File: src/rtl/alu_controller_pkg.sv
// Shared definitions for the ALU controller: datapath width, ALU op codes and FSM encoding.
package alu_controller_pkg;

  localparam int unsigned DATA_W = 4;
  localparam int unsigned OP_W   = 4;

  typedef logic [OP_W-1:0] op_t;

  // ALU select codes; the controller forwards them untouched, the ALU gives them meaning.
  localparam op_t OP_ADD  = 4'b0000;
  localparam op_t OP_SUB  = 4'b0001;
  localparam op_t OP_AND  = 4'b0010;
  localparam op_t OP_OR   = 4'b0011;
  localparam op_t OP_XOR  = 4'b0100;
  localparam op_t OP_NOT  = 4'b0101;
  localparam op_t OP_SHL  = 4'b0110;
  localparam op_t OP_SHR  = 4'b0111;
  localparam op_t OP_INC  = 4'b1000;
  localparam op_t OP_DEC  = 4'b1001;
  localparam op_t OP_MUL  = 4'b1010;
  localparam op_t OP_DIV  = 4'b1011;
  localparam op_t OP_MOD  = 4'b1100;
  localparam op_t OP_PASS = 4'b1101;
  localparam op_t OP_LT   = 4'b1110;
  localparam op_t OP_EQ   = 4'b1111;

  typedef logic [1:0] state_t;

  localparam state_t StIdle = 2'b00;
  localparam state_t StExec = 2'b01;
  localparam state_t StResp = 2'b10;

  function automatic logic is_zero(input logic [DATA_W-1:0] value);
    return value == '0;
  endfunction

endpackage

File: src/rtl/alu_regfile.sv
// Small register file: one synchronous write port, two read ports latched on an enable,
// and one combinational debug read port.
module alu_regfile #(
  parameter int unsigned DATA_W = 4,
  parameter int unsigned NREGS  = 4,
  localparam int unsigned AW    = $clog2(NREGS)
) (
  input  logic              clk_i,
  input  logic              rst_ni,
  input  logic              we_i,
  input  logic [AW-1:0]     waddr_i,
  input  logic [DATA_W-1:0] wdata_i,
  input  logic              rd_en_i,
  input  logic [AW-1:0]     raddr_a_i,
  input  logic [AW-1:0]     raddr_b_i,
  output logic [DATA_W-1:0] rdata_a_o,
  output logic [DATA_W-1:0] rdata_b_o,
  input  logic [AW-1:0]     dbg_addr_i,
  output logic [DATA_W-1:0] dbg_data_o
);

  logic [NREGS-1:0][DATA_W-1:0] mem_q, mem_d;
  logic [DATA_W-1:0]            rdata_a_q, rdata_a_d;
  logic [DATA_W-1:0]            rdata_b_q, rdata_b_d;

  // Next-state for storage and the latched operand ports.
  always_comb begin
    mem_d     = mem_q;
    rdata_a_d = rdata_a_q;
    rdata_b_d = rdata_b_q;
    if (we_i) begin
      mem_d[waddr_i] = wdata_i;
    end
    // Reads see the pre-write contents, so rd==ra/rb picks up the old value.
    if (rd_en_i) begin
      rdata_a_d = mem_q[raddr_a_i];
      rdata_b_d = mem_q[raddr_b_i];
    end
  end

  // State registers, cleared asynchronously.
  always_ff @(posedge clk_i or negedge rst_ni) begin
    if (!rst_ni) begin
      mem_q     <= '0;
      rdata_a_q <= '0;
      rdata_b_q <= '0;
    end else begin
      mem_q     <= mem_d;
      rdata_a_q <= rdata_a_d;
      rdata_b_q <= rdata_b_d;
    end
  end

  // Output ports.
  always_comb begin
    rdata_a_o  = rdata_a_q;
    rdata_b_o  = rdata_b_q;
    dbg_data_o = mem_q[dbg_addr_i];
  end

endmodule

File: src/rtl/alu_controller.sv
// Three-state controller sequencing one ALU operation per request:
// IDLE accepts and latches operands, EXEC drives the ALU and writes back, RESP holds the result.
module alu_controller #(
  parameter int unsigned DATA_W = 4,
  parameter int unsigned NREGS  = 4,
  localparam int unsigned AW    = $clog2(NREGS)
) (
  input  logic              clk,
  input  logic              rst_n,
  input  logic              req_valid,
  output logic              req_ready,
  input  logic [3:0]        req_op,
  input  logic [AW-1:0]     req_rd,
  input  logic [AW-1:0]     req_ra,
  input  logic [AW-1:0]     req_rb,
  input  logic              req_imm_en,
  input  logic [DATA_W-1:0] req_imm,
  output logic              rsp_valid,
  input  logic              rsp_ready,
  output logic [DATA_W-1:0] rsp_data,
  output logic              rsp_carry,
  output logic              rsp_zero,
  output logic [DATA_W-1:0] alu_a,
  output logic [DATA_W-1:0] alu_b,
  output logic [3:0]        alu_sel,
  input  logic [DATA_W-1:0] alu_out,
  input  logic              alu_carry,
  input  logic [AW-1:0]     rf_rd_addr,
  output logic [DATA_W-1:0] rf_rd_data
);

  import alu_controller_pkg::*;

  state_t            state_q, state_d;
  logic              accept;
  logic              rf_we;
  logic [AW-1:0]     rd_q, rd_d;
  op_t               sel_q, sel_d;
  logic              imm_en_q, imm_en_d;
  logic [DATA_W-1:0] imm_q, imm_d;
  logic [DATA_W-1:0] rsp_data_q, rsp_data_d;
  logic              rsp_carry_q, rsp_carry_d;
  logic              rsp_zero_q, rsp_zero_d;
  logic [DATA_W-1:0] rf_a, rf_b;

  // Handshake decode and write-back enable.
  always_comb begin
    req_ready = (state_q == StIdle);
    accept    = req_valid & req_ready;
    rf_we     = (state_q == StExec);
  end

  // FSM and datapath next-state; requests outside IDLE never reach here because accept is 0.
  always_comb begin
    state_d     = state_q;
    rd_d        = rd_q;
    sel_d       = sel_q;
    imm_en_d    = imm_en_q;
    imm_d       = imm_q;
    rsp_data_d  = rsp_data_q;
    rsp_carry_d = rsp_carry_q;
    rsp_zero_d  = rsp_zero_q;
    case (state_q)
      StIdle: begin
        if (accept) begin
          rd_d     = req_rd;
          sel_d    = req_op;
          imm_en_d = req_imm_en;
          imm_d    = req_imm;
          state_d  = StExec;
        end
      end
      StExec: begin
        rsp_data_d  = alu_out;
        rsp_carry_d = alu_carry;
        rsp_zero_d  = is_zero(alu_out);
        state_d     = StResp;
      end
      StResp: begin
        if (rsp_ready) begin
          state_d = StIdle;
        end
      end
      default: state_d = StIdle;
    endcase
  end

  // Controller state, cleared asynchronously so a reset mid-operation aborts it.
  always_ff @(posedge clk or negedge rst_n) begin
    if (!rst_n) begin
      state_q     <= StIdle;
      rd_q        <= '0;
      sel_q       <= '0;
      imm_en_q    <= 1'b0;
      imm_q       <= '0;
      rsp_data_q  <= '0;
      rsp_carry_q <= 1'b0;
      rsp_zero_q  <= 1'b0;
    end else begin
      state_q     <= state_d;
      rd_q        <= rd_d;
      sel_q       <= sel_d;
      imm_en_q    <= imm_en_d;
      imm_q       <= imm_d;
      rsp_data_q  <= rsp_data_d;
      rsp_carry_q <= rsp_carry_d;
      rsp_zero_q  <= rsp_zero_d;
    end
  end

  alu_regfile #(
    .DATA_W (DATA_W),
    .NREGS  (NREGS)
  ) u_regfile (
    .clk_i      (clk),
    .rst_ni     (rst_n),
    .we_i       (rf_we),
    .waddr_i    (rd_q),
    .wdata_i    (alu_out),
    .rd_en_i    (accept),
    .raddr_a_i  (req_ra),
    .raddr_b_i  (req_rb),
    .rdata_a_o  (rf_a),
    .rdata_b_o  (rf_b),
    .dbg_addr_i (rf_rd_addr),
    .dbg_data_o (rf_rd_data)
  );

  // Outputs; ALU operands come straight from latched registers so they hold outside EXEC.
  always_comb begin
    rsp_valid = (state_q == StResp);
    rsp_data  = rsp_data_q;
    rsp_carry = rsp_carry_q;
    rsp_zero  = rsp_zero_q;
    alu_a     = rf_a;
    alu_b     = imm_en_q ? imm_q : rf_b;
    alu_sel   = sel_q;
  end

endmodule

File: config.mk
export PLATFORM = sky130hd
export DESIGN_NAME = alu_controller
export DESIGN_NICKNAME = d
export VERILOG_FILES = /design/src/rtl/alu_controller_pkg.sv /design/src/rtl/alu_regfile.sv /design/src/rtl/alu_controller.sv
export SDC_FILE = /design/constraint.sdc
export NUM_CORES = 1
export LEC_CHECK = 0
export CORE_MARGIN = 4
export CORE_UTILIZATION = 40
export DETAILED_ROUTE_END_ITERATION = 10
export GPL_ROUTABILITY_DRIVEN = 0
export PLACE_DENSITY = 0.76
export SLEW_MARGIN = 15
export SYNTH_ARGS = -nofsm -noshare
export SYNTH_HDL_FRONTEND = slang
export SYNTH_SLANG_ARGS = --single-unit
File: constraint.sdc
create_clock -name clk -period 2.35 [get_ports clk]
set_input_delay 0.47 -clock clk [delete_from_list [all_inputs] [get_ports clk]]
set_output_delay 0.47 -clock clk [all_outputs]
set_load 0.005 [all_outputs]
# [Word level (Yosys, flattened, before mapping)]
# Cells that the tools add are included.
[totals] reg_bits=43 word_cells=42
[classes] n_mux=13 eq_ne=4 bitwise=1 reduce_logical=5 magnitude_cmp=5
[op_table] op="4-bit binary-select mux with 2-bit select" count=3
[op_table] op="4-bit 2-to-1 mux" count=5
[op_table] op="16-bit bitwise mux" count=1
[op_table] op="2-bit by 3-bit less-than comparator with 1-bit output (second input constant)" count=4
[op_table] op="4-bit demux with 2-bit select" count=1
[op_table] op="2-bit case mux with 3 select lines" count=1
[op_table] op="4-bit zero test" count=1
[op_table] op="2-bit 2-to-1 mux" count=2
[op_table] op="2-bit by 1-bit inequality test with 1-bit output (second input constant)" count=2
[op_table] op="2-bit AND reduction" count=2
[op_table] op="2-bit by 1-bit == test with 1-bit output (second input constant)" count=1
[op_table] op="2-bit == test (second input constant)" count=1
[op_table] op="2-bit by 1-bit greater-or-equal comparator with 1-bit output (second input constant)" count=1
[op_table] op="2-bit zero test" count=1
[op_table] op="1-bit AND" count=1
[op_table] op="1-bit logical AND" count=1

# [Logic depth before layout (Yosys ltp)]
[depth] depth_word=5 mapped_depth=3

# [Modules after synthesis]
# Synthesis repeated with hierarchy kept, for this count alone.
[unflattened] hier_cells=138 hier_area_um2=2013.2
[modules_own_cells] mod="alu_regfile" area_each_um2=1228.7 cells_each=87 instances=1 seq_area_each_um2=600.6
[modules_own_cells] mod="alu_controller" area_each_um2=784.5 cells_each=51 instances=1 seq_area_each_um2=475.5

# [Least setup slack after synthesis]
# OpenSTA, ideal clock, no wires.
[synth_path] path_kind="input-to-output" from="input rf_rd_addr[0]" to="output rf_rd_data[0]" cell_stages=1 arrival_time_ns=0.948 slack_ns=0.932 path_cell_list="mux4_2"
[synth_via] elab_chain_len=2
[synth_rtl] item="start, declared" line_no="alu_controller.sv:28" rtl="input logic [AW-1:0] rf_rd_addr,"
[synth_rtl] item="4-bit binary-select mux with 2-bit select" line_no="alu_regfile.sv:58" rtl="dbg_data_o = mem_q[dbg_addr_i];"
[synth_rtl] item="4-bit 2-to-1 mux (implied by the code)" line_no="alu_regfile.sv:58"
[synth_rtl] item="end, declared" line_no="alu_controller.sv:29" rtl="output logic [DATA_W-1:0] rf_rd_data"
# No other way between the ends. The select of a mux whose other input is x is not followed.

# [Worst setup path in the final report]
[layout_path] from="register u_regfile.mem_q[9] (netlist bit)" to="output rf_rd_data[1]"
[layout_via] elab_chain_len=2
[layout_rtl] item="start, declared" line_no="alu_regfile.sv:22" rtl="logic [NREGS-1:0][DATA_W-1:0] mem_q, mem_d;"
[layout_rtl] item="start signal, assigned" line_no="alu_regfile.sv:48" rtl="mem_q <= mem_d;"
[layout_rtl] item="4-bit binary-select mux with 2-bit select" line_no="alu_regfile.sv:58"
[layout_rtl] item="4-bit 2-to-1 mux (implied by the code)" line_no="alu_regfile.sv:58"
# No other way between the ends. The select of a mux whose other input is x is not followed.

==> results.toml <==
[run_status]
outcome = "completed"

[routing]
drt_drc_violations_left = 0
drt-initial-drc-count = 23
wirelength_um = 3940
drtAntennaViolNets = 0
viasPerCell = 5.18
drt_pass1_iterations = 4
drt-wirelength-per-cell_um = 16.8
vias = 1218

[timing]
finalCritPeriodShare = 0.909
fmax_mhz = 468
fin_crit_ns = 2.14
finalSetupViolCount = 0
skew_ns = 0.00420
hold_viol = 0
rsz0062_at_grt = "false"
setup_slack_ns = 0.214
worst_pin_slew_ns = 0.930
slew_viol_final = 0
setup_tns_ns = 0
slew_headroom = 0.380

[synthesis]
yosys_warnings = 0
seq_area_frac_synth = 0.538
synth.avg_cell_area_um2 = 17.5
synth-seq-cells = 43
netlist_instances = 114
synth_cell_types = 14
synth_area_um2 = 2000
syn_nets = 140

[critical_path]
crit_family = "multiplexers"
crit_fanout = 4
criticalPathCategory = "reg2out"
crit_buf_inv = 1
r2r_cells = 3
crit_chain = "mux4_2, clkdlybuf4s50_1"
ff2ff_setup_slack_ns = 0.91
crit_cells = 2
cp-start-kind = "register"
slowest_stage = "mux4_2"
max_stage_delay_ns = 0.48
worstPathRequired_ns = 1.88
crit_path_end_kind = "output pin"
worst_setup_path_startpoint = "u_regfile.mem_q[9]"
crit_end = "rf_rd_data[1]"
r2r_end = "imm_q[1]"
critPathArrivalTime_ns = 1.67
timing.rr.start = "state_q[1]"

[placement]
dpl.hpwl_um = 2990
dp_cells = 228
pre_cts_slack_ns = -0.261
placedInstanceArea_um2 = 2560
numPortBuffers = 49

[global_route]
antenna_found_initial = 0
track_usage = 0.139
grt_pass1_vias = 1387
gr-total-overflow = 0
grt_pass1_wl_um = 6730
grt_max_degree = 44

[floorplanning]
start_util = 0.418
die_y_um = 78.7
top_level_ports = 50
rows = 25
dieArea_um2 = 6190
die_w_um = 78.7
coreArea_um2 = 4790

[cells_and_area]
post-route-cell-area_um2 = 2650
diodes = 0
synthToLayoutAreaGrowth_pct = 32.4
final_cell_mix = "clkdlybuf4s50_1, mux2_2, dfrtp_1"
final_common_cell = "clkdlybuf4s50_1"
fin_util = 0.553
final_nets = 194
final_cells = 235
drive_gt1_frac = 0.363

[clock_tree]
clkSinkCount = 43
clk_pin_slew_ns = 0.07
cts_hold_buf = 0
cts_root_buf = "clkbuf_8"
htreeDepth = 2
cts_tree = "done"
numCtsBuffers = 5
clock_latency_ns = 0.29
clockBufferDepth = 2

[run]
maxCapViolCount = 0

[power_and_ir_drop]
peakVddDrop_uv = 609
power_per_cell_area_nw_per_um2 = 1230
leakage_nw = 1.10

[min_path]
hp-class = "in2async"
==> cells in the mapped netlist <==
master	n	area (um2)
o21ai_0	1	5.00
and4bb_1	2	25.0
nor2_1	1	3.75
inv_1	1	3.75
mux4_2	4	90.1
nand4b_1	1	8.76
nand2b_1	2	12.5
nor4b_4	1	23.8
mux4_1	8	210
nor3b_2	1	12.5
dfrtp_1	43	1080
nor4_1	1	6.26
buf_2	3	15.0
mux2_2	45	507
==> worst min path at each step <==
stage,cells past startpoint,slack [ns],endpoint,startpoint
after floorplan,0,0.17,alu_sel[0],rst_n
after global placement,1,0.48,imm_q[1],imm_q[1]
after detailed placement,1,0.50,imm_q[2],imm_q[2]
after CTS,1,0.34,imm_en_q,rst_n
after global routing,1,0.39,imm_en_q,rst_n
final,1,0.32,imm_en_q,rst_n
==> cell families after synthesis <==
logic type | count (synthesis) | synth area share
flip-flops | 43 | 0.538
AO/OA/AOI/OAI | 1 | 0.00250
buffers and inverters | 4 | 0.00938
AND/OR/NAND/NOR | 9 | 0.0463
multiplexers | 57 | 0.404
==> routing by layer <==
metal  vias to the layer above  share of wire  global-route usage  routed length, um
met5                         -              0                   0                  0
met4                         0          0.011              0.0367                 44
met3                         6          0.059              0.0408                231
met2                        40           0.50               0.234               1980
met1                       622           0.43               0.174               1690
li1                        550              -                   -                  -
==> registers in the layout, indices dropped and copies added, names as in the netlist <==
signal               count
u_regfile.mem_q         16
imm_en_q                 1
rsp_carry                1
imm_q                    4
rd_q                     2
rsp_zero                 1
state_q                  2
u_regfile.rdata_b_o      4
u_regfile.rdata_a_o      4
rsp_data                 4
alu_sel                  4
==> cell type report <==
| cell class | instances | area (um2) |
|---|---|---|
| Inverter | 1 | 3.75 |
| Fill cell | 410 | 2140 |
| Timing Repair Buffer | 50 | 490 |
| Multi-Input combinational cell | 67 | 905 |
| Sequential cell | 43 | 1080 |
| Clock inverter | 1 | 5.00 |
| Tap cell | 67 | 83.8 |
| Clock buffer | 6 | 82.6 |
==> per-stage QoR <==
step | hold slack [ns] | power [mW]
floorplan | 0.174 | 2.12
global placement | 0.484 | 2.75
detailed placement | 0.498 | 2.83
CTS | 0.343 | 3.30
global route | 0.394 | 3.47
finish | 0.318 | 3.25
==> power breakdown <==
group / internal, mW / total [mW] / switching [mW]
combinational: 0.997 / 1.37 / 0.373
sequential: 1.11 / 1.42 / 0.310
clock: 0.230 / 0.458 / 0.227
==> timing repair <==
item	4_1_cts	5_1_grt
pin swaps	0	0
buffers inserted	0	0
resized for setup	1	3
setup endpoints to repair	4	4
No activity file was read; power rests on OpenSTA's default activity.
